File: src/rtl/lm70_pkg.sv
// lm70_pkg: shared types and constants for the LM70/LM07 SPI sampler.
//   lm70_state_e   - sampler FSM states
//   Lm70LsbMilliC  - weight of one temperature LSB (0.25 C) in milli-degrees
//   Lm70FrameBits  - default SCK cycles per CS-low frame
//   Lm70DataBits   - default width of the signed temperature field
//   sign_extend()  - sign-extend the low 'width' bits of a 32-bit word
package lm70_pkg;

  typedef enum logic [2:0] {
    StIdle,
    StSetup,
    StShift,
    StHold,
    StUpdate,
    StWait
  } lm70_state_e;

  localparam int unsigned Lm70LsbMilliC = 250;
  localparam int unsigned Lm70FrameBits = 16;
  localparam int unsigned Lm70DataBits  = 11;

  // width must be in 1..31; bit width-1 is the sign bit.
  function automatic logic [31:0] sign_extend(input logic [31:0] value,
                                              input int unsigned width);
    logic [31:0] upper;
    logic [4:0]  msb;
    upper = 32'hFFFF_FFFF << width;
    msb   = 5'(width - 1);
    return value[msb] ? (value | upper) : (value & ~upper);
  endfunction

endpackage

File: src/rtl/lm70_sck_gen.sv
// lm70_sck_gen: SCK divider for the LM70 sampler.
// While en is high, produces FRAME_BITS SCK periods, each CLK_DIV clk cycles low followed by
// CLK_DIV cycles high. Everything is held cleared while en is low.
// Ports:
//   clk, rst_n - clock, asynchronous active-low reset
//   en         - run the divider (high only while the FSM is shifting)
//   sck        - registered serial clock, idles low
//   rise       - strobe: the coming clk edge drives sck high (capture point)
//   done       - strobe: the coming clk edge ends the last high half of the frame
//   bit_cnt    - index of the SCK period in progress (advances at each SCK fall)
module lm70_sck_gen #(
  parameter int unsigned CLK_DIV    = 2,
  parameter int unsigned FRAME_BITS = 16
) (
  input  logic                              clk,
  input  logic                              rst_n,
  input  logic                              en,
  output logic                              sck,
  output logic                              rise,
  output logic                              done,
  output logic [$clog2(FRAME_BITS+1)-1:0]   bit_cnt
);

  localparam int unsigned DivW = (CLK_DIV > 1) ? $clog2(CLK_DIV) : 1;
  localparam int unsigned BitW = $clog2(FRAME_BITS + 1);
  localparam logic [DivW-1:0] DivLast = DivW'(CLK_DIV - 1);
  localparam logic [BitW-1:0] BitLast = BitW'(FRAME_BITS - 1);

  logic [DivW-1:0] div_cnt_q, div_cnt_d;
  logic [BitW-1:0] bit_cnt_q, bit_cnt_d;
  logic            sck_q, sck_d;
  logic            half_end;

  assign half_end = en && (div_cnt_q == DivLast);
  assign rise     = half_end && !sck_q;
  assign done     = half_end && sck_q && (bit_cnt_q == BitLast);
  assign sck      = sck_q;
  assign bit_cnt  = bit_cnt_q;

  always_comb begin
    div_cnt_d = div_cnt_q + 1'b1;
    bit_cnt_d = bit_cnt_q;
    sck_d     = sck_q;
    if (!en) begin
      div_cnt_d = '0;
      bit_cnt_d = '0;
      sck_d     = 1'b0;
    end else if (half_end) begin
      div_cnt_d = '0;
      sck_d     = ~sck_q;
      if (sck_q) begin
        bit_cnt_d = bit_cnt_q + 1'b1;
      end
    end
  end

  always_ff @(posedge clk or negedge rst_n) begin
    if (!rst_n) begin
      div_cnt_q <= '0;
      bit_cnt_q <= '0;
      sck_q     <= 1'b0;
    end else begin
      div_cnt_q <= div_cnt_d;
      bit_cnt_q <= bit_cnt_d;
      sck_q     <= sck_d;
    end
  end

endmodule

File: src/rtl/lm70_spi_sampler.sv
// lm70_spi_sampler: SPI master for LM07/LM70-family temperature sensors.
// Runs single-shot (start) or periodic (cont_en) conversions, captures the signed DATA_BITS
// temperature field from the head of each FRAME_BITS frame, box-car averages 2^AVG_LOG2 samples
// and publishes the result on a valid/ready interface.
// Optional build macro LM70_SPI_SAMPLER_ALARM_EN adds a hysteresis over-temperature alarm.
// Ports:
//   clk, rst_n   - clock, asynchronous active-low reset
//   start        - single-shot request (IDLE only); cont_en - continuous mode enable
//   cs_n, sck    - sensor chip select (active low) and serial clock (idles low)
//   sio          - sensor serial data
//   temp_data    - signed averaged temperature, LSB = 0.25 C
//   temp_valid   - temp_data valid; temp_ready - consumer accepts temp_data
//   overrun      - one-cycle pulse when an unaccepted result is overwritten
//   busy         - FSM not in IDLE
//   thr_hi/thr_lo/alarm (macro only) - alarm set above thr_hi, cleared below thr_lo
module lm70_spi_sampler
  import lm70_pkg::*;
#(
  parameter int unsigned CLK_DIV    = 2,
  parameter int unsigned FRAME_BITS = Lm70FrameBits,
  parameter int unsigned DATA_BITS  = Lm70DataBits,
  parameter int unsigned AVG_LOG2   = 0,
  parameter int unsigned PERIOD     = 1024
) (
  input  logic                        clk,
  input  logic                        rst_n,
  input  logic                        start,
  input  logic                        cont_en,
  output logic                        cs_n,
  output logic                        sck,
  input  logic                        sio,
  output logic [DATA_BITS-1:0]        temp_data,
  output logic                        temp_valid,
  input  logic                        temp_ready,
  output logic                        overrun,
  output logic                        busy
`ifdef LM70_SPI_SAMPLER_ALARM_EN
  ,
  input  logic signed [DATA_BITS-1:0] thr_hi,
  input  logic signed [DATA_BITS-1:0] thr_lo,
  output logic                        alarm
`endif
);

  localparam int unsigned DivW = (CLK_DIV > 1) ? $clog2(CLK_DIV) : 1;
  localparam int unsigned BitW = $clog2(FRAME_BITS + 1);
  localparam int unsigned AccW = DATA_BITS + AVG_LOG2;
  localparam int unsigned CntW = (AVG_LOG2 > 0) ? AVG_LOG2 : 1;
  localparam logic [DivW-1:0] DivLast  = DivW'(CLK_DIV - 1);
  localparam logic [CntW-1:0] CntLast  = CntW'((1 << AVG_LOG2) - 1);
  localparam logic [BitW-1:0] DataBits = BitW'(DATA_BITS);
  localparam logic [31:0]     PerLast  = 32'(PERIOD - 1);

  lm70_state_e           state_q, state_d;
  logic                  launch_q, launch_d;
  logic [DivW-1:0]       ph_cnt_q, ph_cnt_d;
  logic [31:0]           per_cnt_q, per_cnt_d;
  logic                  cs_n_q, cs_n_d;
  logic [DATA_BITS-1:0]  shreg_q, shreg_d;
  logic [DATA_BITS:0]    shift_ext;
  logic [AccW-1:0]       acc_q, acc_d;
  logic [AccW-1:0]       sum, avg;
  logic [CntW-1:0]       cnt_q, cnt_d;
  logic [DATA_BITS-1:0]  data_q, data_d;
  logic                  valid_q, valid_d;
  logic                  overrun_q, overrun_d;
  logic                  publish;
  logic                  sck_rise, sck_done;
  logic [BitW-1:0]       bit_cnt;

  lm70_sck_gen #(
    .CLK_DIV    (CLK_DIV),
    .FRAME_BITS (FRAME_BITS)
  ) u_sck_gen (
    .clk     (clk),
    .rst_n   (rst_n),
    .en      (state_q == StShift),
    .sck     (sck),
    .rise    (sck_rise),
    .done    (sck_done),
    .bit_cnt (bit_cnt)
  );

  // Requests are registered for one cycle in IDLE so that cs_n falls on the edge after start
  // is sampled.
  always_comb begin
    state_d  = state_q;
    launch_d = 1'b0;
    unique case (state_q)
      StIdle: begin
        if (launch_q) begin
          state_d = StSetup;
        end else begin
          launch_d = start || cont_en;
        end
      end
      StSetup:  if (ph_cnt_q == DivLast) state_d = StShift;
      StShift:  if (sck_done) state_d = StHold;
      StHold:   if (ph_cnt_q == DivLast) state_d = StUpdate;
      StUpdate: state_d = cont_en ? StWait : StIdle;
      StWait: begin
        if (!cont_en) begin
          state_d = StIdle;
        end else if (per_cnt_q >= PerLast) begin
          state_d = StSetup;
        end
      end
      default:  state_d = StIdle;
    endcase
  end

  always_comb begin
    ph_cnt_d = ph_cnt_q + 1'b1;
    if ((state_d != state_q) || !(state_q inside {StSetup, StHold})) begin
      ph_cnt_d = '0;
    end
    // Period counter restarts on every SETUP entry and saturates while waiting.
    per_cnt_d = per_cnt_q;
    if ((state_d == StSetup) && (state_q != StSetup)) begin
      per_cnt_d = '0;
    end else if ((state_q != StIdle) && (per_cnt_q < PerLast)) begin
      per_cnt_d = per_cnt_q + 32'd1;
    end
    cs_n_d = !(state_d inside {StSetup, StShift});
  end

  // Only the first DATA_BITS captured bits are kept; the tail of the frame is discarded.
  assign shift_ext = {shreg_q, sio};
  assign sum       = acc_q + AccW'(sign_extend(32'(shreg_q), DATA_BITS));
  assign avg       = AccW'($signed(sum) >>> AVG_LOG2);
  assign publish   = (state_q == StUpdate) && (cnt_q == CntLast);

  always_comb begin
    shreg_d   = shreg_q;
    acc_d     = acc_q;
    cnt_d     = cnt_q;
    data_d    = data_q;
    valid_d   = valid_q;
    overrun_d = 1'b0;
    if ((state_q == StShift) && sck_rise && (bit_cnt < DataBits)) begin
      shreg_d = shift_ext[DATA_BITS-1:0];
    end
    if (valid_q && temp_ready) begin
      valid_d = 1'b0;
    end
    if (publish) begin
      acc_d     = '0;
      cnt_d     = '0;
      data_d    = avg[DATA_BITS-1:0];
      valid_d   = 1'b1;
      overrun_d = valid_q && !temp_ready;
    end else if (state_q == StUpdate) begin
      acc_d = sum;
      cnt_d = cnt_q + 1'b1;
    end
  end

  always_ff @(posedge clk or negedge rst_n) begin
    if (!rst_n) begin
      state_q   <= StIdle;
      launch_q  <= 1'b0;
      ph_cnt_q  <= '0;
      per_cnt_q <= '0;
      cs_n_q    <= 1'b1;
      shreg_q   <= '0;
      acc_q     <= '0;
      cnt_q     <= '0;
      data_q    <= '0;
      valid_q   <= 1'b0;
      overrun_q <= 1'b0;
    end else begin
      state_q   <= state_d;
      launch_q  <= launch_d;
      ph_cnt_q  <= ph_cnt_d;
      per_cnt_q <= per_cnt_d;
      cs_n_q    <= cs_n_d;
      shreg_q   <= shreg_d;
      acc_q     <= acc_d;
      cnt_q     <= cnt_d;
      data_q    <= data_d;
      valid_q   <= valid_d;
      overrun_q <= overrun_d;
    end
  end

  assign cs_n       = cs_n_q;
  assign temp_data  = data_q;
  assign temp_valid = valid_q;
  assign overrun    = overrun_q;
  assign busy       = (state_q != StIdle);

`ifdef LM70_SPI_SAMPLER_ALARM_EN
  logic alarm_q, alarm_d;

  // Hysteresis: values inside [thr_lo, thr_hi] leave the alarm unchanged.
  always_comb begin
    alarm_d = alarm_q;
    if (publish) begin
      if ($signed(data_d) > thr_hi) begin
        alarm_d = 1'b1;
      end else if ($signed(data_d) < thr_lo) begin
        alarm_d = 1'b0;
      end
    end
  end

  always_ff @(posedge clk or negedge rst_n) begin
    if (!rst_n) begin
      alarm_q <= 1'b0;
    end else begin
      alarm_q <= alarm_d;
    end
  end

  assign alarm = alarm_q;
`else
  // Alarm comparator not built.
`endif

endmodule
File: config.mk
export PLATFORM = sky130hd
export DESIGN_NAME = lm70_spi_sampler
export DESIGN_NICKNAME = d
export VERILOG_FILES = /design/src/rtl/lm70_pkg.sv /design/src/rtl/lm70_sck_gen.sv /design/src/rtl/lm70_spi_sampler.sv
export SDC_FILE = /design/constraint.sdc
export NUM_CORES = 1
export LEC_CHECK = 0
export ABC_AREA = 1
export CORE_UTILIZATION = 30
export DETAILED_ROUTE_END_ITERATION = 10
export DONT_BUFFER_PORTS = 1
export GPL_ROUTABILITY_DRIVEN = 0
export PLACE_DENSITY = 0.53
export SYNTH_ARGS = -nofsm -noshare
export SYNTH_HDL_FRONTEND = slang
export SYNTH_HIERARCHICAL = 1
export SYNTH_SLANG_ARGS = --single-unit
File: constraint.sdc
create_clock -name clk -period 2.1 [get_ports clk]
set_clock_uncertainty 0.1 [all_clocks]
set_input_delay 0.63 -clock clk [delete_from_list [all_inputs] [get_ports clk]]
set_output_delay 0.63 -clock clk [all_outputs]
set_load 0.03 [all_outputs]
==> impl_metrics.tcl, run 1 <==
set metrics [dict create \
    crit_path_end_kind "flip-flop" \
    syn-num-nets 498 \
    clockRootBuffer "clkbuf_16" \
    gr-total-overflow 0 \
    report.power.total_mw 5.39 \
    grt-busiest-layer "met2" \
    met2_usage 0.217 \
    layout-drive-gt1-share 0.141 \
    die_area_um2 13700 \
    met1_usage 0.170 \
    final_nets 520 \
    intPower_mw 3.52 \
    dp.final_hpwl_um 5460 \
    synth_top_family_by_area "simple AND/OR/NAND/NOR gates" \
    vias_per_cell 4.52 \
    hold_viol 80 \
    crit_chain "ha_2, nand2_2, nor2_2, ha_2, inv_2, nor2_2, nand3_1, nand2_1, nor2_2, a21oi_2, nand4_4, nand2_4, clkbuf_16, nor2_1" \
    synth-simple-area-share 0.267 \
    status "finished, violations left" \
    postRouteAntennaNets 0 \
    use_met3 0.0433 \
    p_sw_mw 1.87 \
    postSynthCellCount 478 \
    leakagePower_nw 2.34 \
    core-area_um2 12700 \
    synth_cell_types 34 \
    track_usage 0.134 \
    period_share 0.985 \
    ir_drop_mv 0.665 \
    seqCellArea_um2 2030 \
    clockBufferDepth 2 \
    clock_sinks 81 \
    wl_um 8090 \
    drc 0 \
    drt_iter0_drc 179 \
    yosysWarnings 6 \
    final_common_cell "nand2_1" \
    worstPathRequired_ns 2.23 \
    synth.area.mux_share 0.00285 \
    numCtsBuffers 9 \
    synth_area_um2 3960 \
    seq_power_share 0.374 \
    failed_checks "negative hold slack" \
    wl_per_cell_um 12.0 \
    critPathSlowestCell "dfrtp_1" \
    p_per_area_nw_per_um2 1140 \
    maxCapViolCount 0 \
    finalSetupViolations 0 \
    clkPwrFrac 0.305 \
    slew_headroom 0.750 \
    vias 3057 \
    grt_pass1_vias 3054 \
    clk_latency_ns 0.33 \
    drv_slew 0 \
    period_needed_ns 2.07 \
    synth_fa_ha_area_frac 0.0462 \
    ys_seq_area_frac 0.513 \
    whs_ns -0.106 \
    p_comb_frac 0.321 \
    synth_compound_area_frac 0.0585 \
    io_pins 22 \
    hp-class "in -> async" \
    rsz0062_at_grt "true" \
    syn_to_final_growth_pct 19.3 \
    synth_seq_cells 81 \
    core.rowCount 41 \
    n_fill_cell 1351 \
    die_w_um 117 \
    worst_slew_pin_slew_ns 0.375 \
    cts_max_level 3 \
    cp_common_cell "nor2_2" \
    worstPathMaxFanout 10 \
    grt_pass1_wl_um 14100 \
    start_kind "flip-flop" \
    path_clk_slew_ns 0.06 \
    worst-setup-path-type "reg -> reg" \
    multi_input_area_um2 1690 \
    layout_common_cells "107 x nand2_1, 80 x dfrtp_1, 70 x inv_1" \
    start_util 0.311 \
    antennaDiodeCount 0 \
    avgSynthCellArea_um2 8.28 \
    cts_tree "done" \
    cpPeakStageDelay_ns 0.35 \
    critPathTopFamily "simple AND/OR/NAND/NOR gates" \
    critPathBufInv 2 \
    switching_share 0.348 \
    dr.pass1.iters 5 \
    max_clock_freq_mhz 483 \
    crit_arrival_ns 2.20 \
    antenna_found_initial 0 \
    grt_max_degree 82 \
    synth_xor_area_frac 0.0288 \
    port_buffers 0 \
    die_y_um 117 \
]
path summary, 6_finish.rpt:
check / startpoint / endpoint / slack, ns / cells past startpoint
max in group asynchronous: rst_n / cs_n / 1.79 / 0
min in group clk: temp_ready / overrun / 0.27 / 1
hold reg to reg: launch_q / launch_q / 0.34 / 1
hold / removal: rst_n / shreg_q[2] / -0.11 / 0
setup reg to reg: u_sck_gen/bit_cnt[1] / per_cnt_q[13] / 0.03 / 14
setup / recovery: u_sck_gen/bit_cnt[1] / per_cnt_q[13] / 0.03 / 14
cells in the mapped netlist:
master	instances	area share
o21ai_0	22	0.028
a31oi_1	2	0.0032
nor3b_1	1	0.0019
nand2_1	109	0.10
inv_1	71	0.067
dfrtp_1	80	0.51
nand4_4	1	0.0054
dfstp_2	1	0.0066
or2_2	2	0.0032
a21oi_2	2	0.0044
nor2_1	65	0.062
nand4_1	8	0.013
xor2_1	11	0.024
ha_1	13	0.041
buf_6	3	0.0085
xnor2_1	2	0.0044
nor3_1	6	0.0076
o21ai_1	2	0.0025
inv_2	2	0.0019
nand2_2	2	0.0032
mux2_2	1	0.0028
nor2_2	2	0.0032
a21oi_1	12	0.015
fa_1	1	0.0051
nand3_2	1	0.0025
clkinv_1	1	0.00095
nand3b_2	1	0.0028
o31ai_1	1	0.0019
nand3_1	45	0.057
o22ai_1	1	0.0016
buf_2	2	0.0025
o21bai_1	1	0.0019
clkbuf_1	3	0.0028
nor3_2	1	0.0025
state kept, by name, summed over array words and instances, names as in the netlist, 3 cells and up:
signal / flops
acc_q: 11
state_q: 3
per_cnt_q: 32
temp_data: 11
u_sck_gen/bit_cnt: 5
shreg_q: 11
power groups by stage:
stage	clock [mW]	combinational (mW)	sequential, mW
floorplan	0	1.00	2.02
global placement	0	1.38	2.04
detailed placement	0	1.39	2.04
CTS	1.70	1.41	2.02
global route	1.77	1.91	2.05
finish	1.65	1.73	2.02
what timing repair did:
| action | in CTS | in global routing |
|---|---|---|
| pin swaps | 0 | 1 |
| gates cloned | 0 | 2 |
| setup buffers | 0 | 1 |
| setup endpoints to repair | 1 | 35 |
| endpoints found under the hold margin | 80 | 80 |
| gates resized for setup | 1 | 27 |
area by class of cell:
| type | count | area share |
|---|---|---|
| inverter | 74 | 0.0588 |
| tap | 172 | 0.0456 |
| timing repair buffer | 19 | 0.0429 |
| sequential | 81 | 0.430 |
| multi-input combinational | 315 | 0.357 |
| clock inverter | 6 | 0.0175 |
| clock buffer | 10 | 0.0485 |
kinds of logic (layout without fill, tap and decap cells):
| kind of cell | after synthesis | count (layout) |
|---|---|---|
| buffers and inverters | 82 | 109 |
| DFF | 81 | 81 |
| adders and majority gates | 14 | 14 |
| and+or+nand+nor | 244 | 244 |
| AOI/OAI and AO/OA | 43 | 43 |
| muxes | 1 | 1 |
| xor gates and xnor gates | 13 | 13 |
metal layers:
layer	part of all wire	vias to the layer above
met3	0.050	11
met4	0.015	0
li1	-	1547
met5	0	-
met2	0.46	40
met1	0.47	1459
stage by stage:
step / util / std cells / area [µm²] / setup WS (ns) / setup TNS, ns
floorplan: - / 478 / 3960 / 0.135 / 0
global placement: 0.335 / 658 / 4260 / 0.123 / 0
detailed placement: 0.335 / 658 / 4260 / 0.0800 / 0
CTS: 0.360 / 674 / 4580 / 0.0273 / 0
global route: 0.371 / 677 / 4720 / -0.140 / -3.77
finish: 0.371 / 677 / 4720 / 0.0306 / 0
Power figures use the tool's default switching activity.
==> inputs of run 2 (changes only) <==
--- a/config.mk
+++ b/config.mk
@@ -6,11 +6,11 @@
 export NUM_CORES = 1
 export LEC_CHECK = 0
 export ABC_AREA = 1
+export BUFFER_PORTS_ARGS = -buffer_cell sky130_fd_sc_hd__buf_2
 export CORE_UTILIZATION = 30
 export DETAILED_ROUTE_END_ITERATION = 10
-export DONT_BUFFER_PORTS = 1
 export GPL_ROUTABILITY_DRIVEN = 0
-export PLACE_DENSITY = 0.53
+export PLACE_DENSITY = 0.55
 export SYNTH_ARGS = -nofsm -noshare
 export SYNTH_HDL_FRONTEND = slang
 export SYNTH_HIERARCHICAL = 1
==> constraint.sdc (replaced) <==
create_clock -name clk -period 2.1 [get_ports clk]
set_clock_uncertainty 0.1 [all_clocks]
set_input_delay 0.315 -clock clk [delete_from_list [all_inputs] [get_ports clk]]
set_output_delay 0.315 -clock clk [all_outputs]
set_load 0.03 [all_outputs]
==> run 2 against run 1 <==
  * Cell count up 3.7%
  * Sequential power down 6%
  * Largest cell class unchanged
  * The run now ends clean
  * Via count up 1.7%
  * Maximum frequency down 0.70%
  * Critical path type unchanged
  * Total power up 4.4%
  * Clock-buffer cell count up 1
  * Die area unchanged
  * Worst setup slack worse by 0.015 ns
  * Register-to-register slack about the same
  * Combinational power up 11%
  * Critical path depth unchanged
  * Design area up 4.1%
==> impl_metrics.tcl, run 2 (synthesis gave the netlist of run 1 again) <==
set metrics [dict create \
    status "finished clean" \
    p_per_area_nw_per_um2 1150 \
    drv_slew 0 \
    grt_pass1_wl_um 14000 \
    worstPathRequired_ns 2.23 \
    critPathBufInv 2 \
    grt_max_degree 38 \
    vias_per_cell 4.43 \
    switching_share 0.344 \
    seq_power_share 0.338 \
    slew_headroom 0.790 \
    p_sw_mw 1.94 \
    ir_drop_mv 0.814 \
    seqCellArea_um2 2030 \
    largest_reg_flops 32 \
    crit_path_end_kind "flip-flop" \
    period_needed_ns 2.08 \
    finalInstanceArea_um2 4920 \
    clockRootBuffer "clkbuf_16" \
    reg2regPathDepth 14 \
    dpl_cell_area_um2 4400 \
    multi_input_area_um2 1690 \
    final_nets 545 \
    crit_chain "ha_2, nand2_2, nor2_2, ha_2, inv_2, nor2_2, nand3_1, nand2_1, nor2_2, a21oi_2, nand4_4, nand2_4, clkbuf_16, nor2_1" \
    final_common_cell "nand2_1" \
    drc 0 \
    max_clock_freq_mhz 480 \
    grt_pass1_vias 3066 \
    die_y_um 117 \
    drt_iter0_drc 120 \
    io_pins 22 \
    numCtsBuffers 9 \
    wl_um 8090 \
    vias 3110 \
    clk_latency_ns 0.33 \
    period_share 0.992 \
    clockBufferDepth 2 \
    die_w_um 117 \
    die_area_um2 13700 \
    largest-register "per_cnt_q" \
    report.power.total_mw 5.63 \
    holdPathStages 2 \
    cts_tree "done" \
    postRouteAntennaNets 0 \
    core-area_um2 12700 \
    cp_common_cell "nor2_2" \
    layout_common_cells "108 x nand2_1, 80 x dfrtp_1, 70 x inv_1" \
    hp-class "in -> reg" \
    cts_max_level 3 \
    finalSetupViolations 0 \
    hold_viol 0 \
    critPathTopFamily "simple AND/OR/NAND/NOR gates" \
    dp.final_hpwl_um 5680 \
    crit_arrival_ns 2.22 \
    path_clk_slew_ns 0.06 \
    wl_per_cell_um 11.5 \
    core.rowCount 41 \
    layout-drive-gt1-share 0.181 \
    syn_to_final_growth_pct 24.3 \
    cpPeakStageDelay_ns 0.35 \
    rsz0062_at_grt "true" \
    leakagePower_nw 2.48 \
    clkPwrFrac 0.321 \
    start_util 0.311 \
    worst-setup-path-type "reg -> reg" \
    start_kind "flip-flop" \
    clock_sinks 81 \
    port_buffers 21 \
    critPathSlowestCell "dfrtp_1" \
    intPower_mw 3.69 \
    track_usage 0.132 \
    antennaDiodeCount 0 \
    p_comb_frac 0.341 \
    cp.depth 14 \
    maxCapViolCount 0 \
    whs_ns 0.0426 \
    dr.pass1.iters 4 \
    n_fill_cell 1305 \
    worst_slew_pin_slew_ns 0.315 \
    final_util 0.386 \
    worstPathMaxFanout 10 \
    gr-total-overflow 0 \
    antenna_found_initial 0 \
]
-- run 2: layout make-up --
type | count | share of cell area
well taps | 172 | 0.0438
multi-input cells | 315 | 0.344
flip-flops and latches | 81 | 0.413
inverters | 74 | 0.0573
clock inverters | 5 | 0.0209
clock buffers | 11 | 0.0494
repair buffers | 44 | 0.0723
-- run 2: what timing repair did --
action / 4_1_cts / 5_1_grt
hold endpoints to repair: 19 / 0
resized for setup: 0 / 29
hold buffers: 1 / 0
buffers inserted: 0 / 1
setup endpoints to repair: 0 / 33
-- run 2: power groups by stage --
stage	clock [mW]	combinational (mW)	sequential (mW)
global route	1.92	2.14	1.93
detailed placement	0	1.58	1.93
CTS	1.87	1.60	1.90
finish	1.81	1.92	1.90
floorplan	0	1.00	2.02
global placement	0	1.57	1.92
-- run 2: metrics by stage --
step | setup slack (ns) | instances | setup TNS [ns]
2_1_floorplan | 0.135 | 478 | 0
3_3_place_gp | 0.129 | 682 | 0
5_1_grt | -0.145 | 702 | -3.64
6_report | 0.0159 | 702 | 0
4_1_cts | 0.0603 | 699 | 0
3_5_place_dp | 0.0843 | 682 | 0
-- run 2: routing by layer --
layer,routed length (µm),vias to the layer above,GRT usage
met5,0,-,0
met4,67,0,0.0321
met3,280,7,0.0417
met2,3800,33,0.221
met1,3930,1476,0.165
li1,-,1594,-
-- run 2: path summary, 6_finish.rpt --
path	endpoint	slack (ns)	start
setup / recovery	per_cnt_q[28]	0.02	u_sck_gen/bit_cnt[1]
hold / removal	overrun	0.04	temp_ready
setup reg to reg	per_cnt_q[28]	0.02	u_sck_gen/bit_cnt[1]
hold reg to reg	launch_q	0.34	launch_q
max in group asynchronous	per_cnt_q[25]	0.99	rst_n
min in group asynchronous	temp_data[8]	0.30	rst_n
==> inputs of run 3 (changes only) <==
--- a/config.mk
+++ b/config.mk
@@ -11,6 +11,7 @@
 export DETAILED_ROUTE_END_ITERATION = 10
 export GPL_ROUTABILITY_DRIVEN = 0
 export PLACE_DENSITY = 0.55
+export SLEW_MARGIN = 20
 export SYNTH_ARGS = -nofsm -noshare
 export SYNTH_HDL_FRONTEND = slang
 export SYNTH_HIERARCHICAL = 1
==> constraint.sdc (replaced) <==
create_clock -name clk -period 2.1 [get_ports clk]
set_clock_uncertainty 0.1 [all_clocks]
set_input_delay 0.105 -clock clk [delete_from_list [all_inputs] [get_ports clk]]
set_output_delay 0.105 -clock clk [all_outputs]
set_load 0.03 [all_outputs]
==> run 3 against run 2 <==
  * The run now ends with negative setup slack left
  * Critical path depth did not move
  * Worst setup slack got worse by 0.031 ns
  * Clock-buffer cell count did not move
  * Utilization barely moved
  * Cell count rose by 0.85%
  * Critical path type unchanged
  * Largest power group unchanged
==> impl_metrics.tcl, run 3 (synthesis gave the netlist of run 1 again) <==
set metrics [dict create \
    grt_pass1_wl_um 14200 \
    rsz0062_at_grt "true" \
    wl_um 8130 \
    instances_no_fill 708 \
    worst-setup-path-type "reg -> reg" \
    leakagePower_nw 2.49 \
    whs_ns 0.128 \
    worstPathMaxFanout 5 \
    track_usage 0.134 \
    largest-register "per_cnt_q" \
    setup_tns_ns -0.113 \
    max_clock_freq_mhz 473 \
    clockBufferDepth 2 \
    gr-total-overflow 0 \
    drv_slew 0 \
    antenna_found_initial 0 \
    io_pins 22 \
    wl_per_cell_um 11.5 \
    drc 0 \
    layout-drive-gt1-share 0.177 \
    period_needed_ns 2.12 \
    clock_sinks 81 \
    start_util 0.311 \
    worstPathRequired_ns 2.23 \
    final_util 0.387 \
    clockRootBuffer "clkbuf_16" \
    layout_common_cells "107 x nand2_1, 80 x dfrtp_1, 70 x inv_1" \
    port_buffers 21 \
    drt_iter0_drc 123 \
    final_common_cell "nand2_1" \
    placedCellCount 681 \
    die_w_um 117 \
    dp.final_hpwl_um 5680 \
    numCtsBuffers 9 \
    p_per_area_nw_per_um2 1120 \
    finalSetupViolations 10 \
    slew_headroom 0.553 \
    worst_slew_pin_slew_ns 0.670 \
    dr.pass1.iters 4 \
    setup_slack_ns -0.0156 \
    syn_to_final_growth_pct 24.3 \
    grt_max_degree 52 \
    cts_tree "done" \
    start_kind "flip-flop" \
    core.rowCount 41 \
    antennaDiodeCount 0 \
    ir_drop_mv 1.01 \
    cts_max_level 3 \
    vias 3108 \
    die_area_um2 13700 \
    failed_checks "negative setup slack" \
    grt_pass1_vias 3145 \
    maxCapViolCount 0 \
    period_share 1.01 \
    path_clk_slew_ns 0.06 \
    postRouteAntennaNets 0 \
    largest_reg_flops 32 \
    clk_latency_ns 0.33 \
    core-area_um2 12700 \
    n_fill_cell 1333 \
    crit_path_end_kind "flip-flop" \
    vias_per_cell 4.39 \
    hold_viol 0 \
    r2r_slack_ns -0.02 \
    final_nets 551 \
    die_y_um 117 \
    hp-class "in -> reg" \
    status "finished, violations left" \
    crit_arrival_ns 2.25 \
]
==> run 3: cell type report <==
cell class | instances | area [µm²] | share of cell area
flip-flops and latches | 81 | 2030 | 0.412
multi-input cells | 315 | 1670 | 0.340
well taps | 172 | 215 | 0.0438
inverters | 74 | 278 | 0.0565
clock buffers | 11 | 233 | 0.0473
clock inverters | 5 | 80.1 | 0.0163
repair buffers | 50 | 414 | 0.0842
==> run 3: final timing paths <==
| path | startpoint | end | cells after the start |
|---|---|---|---|
| max | u_sck_gen/bit_cnt[1] | per_cnt_q[13] | 14 |
| min | cont_en | state_q[2] | 5 |
| max reg2reg | u_sck_gen/bit_cnt[1] | per_cnt_q[13] | 14 |
| min reg2reg | launch_q | launch_q | 1 |
| max in group asynchronous | rst_n | per_cnt_q[19] | 3 |
| min in group asynchronous | rst_n | acc_q[6] | 2 |
==> run 3: stage by stage <==
step,setup slack [ns],total power [mW],area [µm²]
after CTS,0.0328,5.22,4760
after global routing,-0.166,5.88,4920
after floorplan,0.135,3.02,3960
after global placement,0.139,3.48,4400
after detailed placement,0.0503,3.52,4400
final,-0.0156,5.52,4920
==> run 3: repair_timing <==
action	CTS	global route
gates resized for setup	0	24
hold buffers	5	0
endpoints found under the setup margin	0	35
setup buffers	0	3
endpoints found under the hold margin	53	0
==> run 3: layer usage <==
layer / share of wire / global-route usage / vias to the layer above
met4: 0.012 / 0.0473 / 0
met1: 0.49 / 0.168 / 1450
met5: 0 / 0 / -
li1: - / - / 1608
met2: 0.47 / 0.226 / 42
met3: 0.031 / 0.0319 / 8
==> run 3: power by group <==
group	total [mW]	leakage (nW)	internal (mW)	switching, mW
Sequential	1.90	1.11	1.77	0.136
Combinational	1.96	1.24	0.801	1.16
Clock	1.66	0.146	1.04	0.616
Total	5.52	2.49	3.61	1.91
==> run 3: worst max-delay path, stage by stage, from the launching register on <==
cell	delay, ns
dfrtp_1	0.36
ha_2	0.19
nand2_2	0.05
nor2_2	0.11
ha_2	0.19
inv_2	0.03
nor2_2	0.08
nand3_2	0.08
nand2_2	0.08
nor2_4	0.05
a21oi_4	0.17
nand4_4	0.16
nand2_4	0.17
clkbuf_16	0.16
nor2_1	0.04
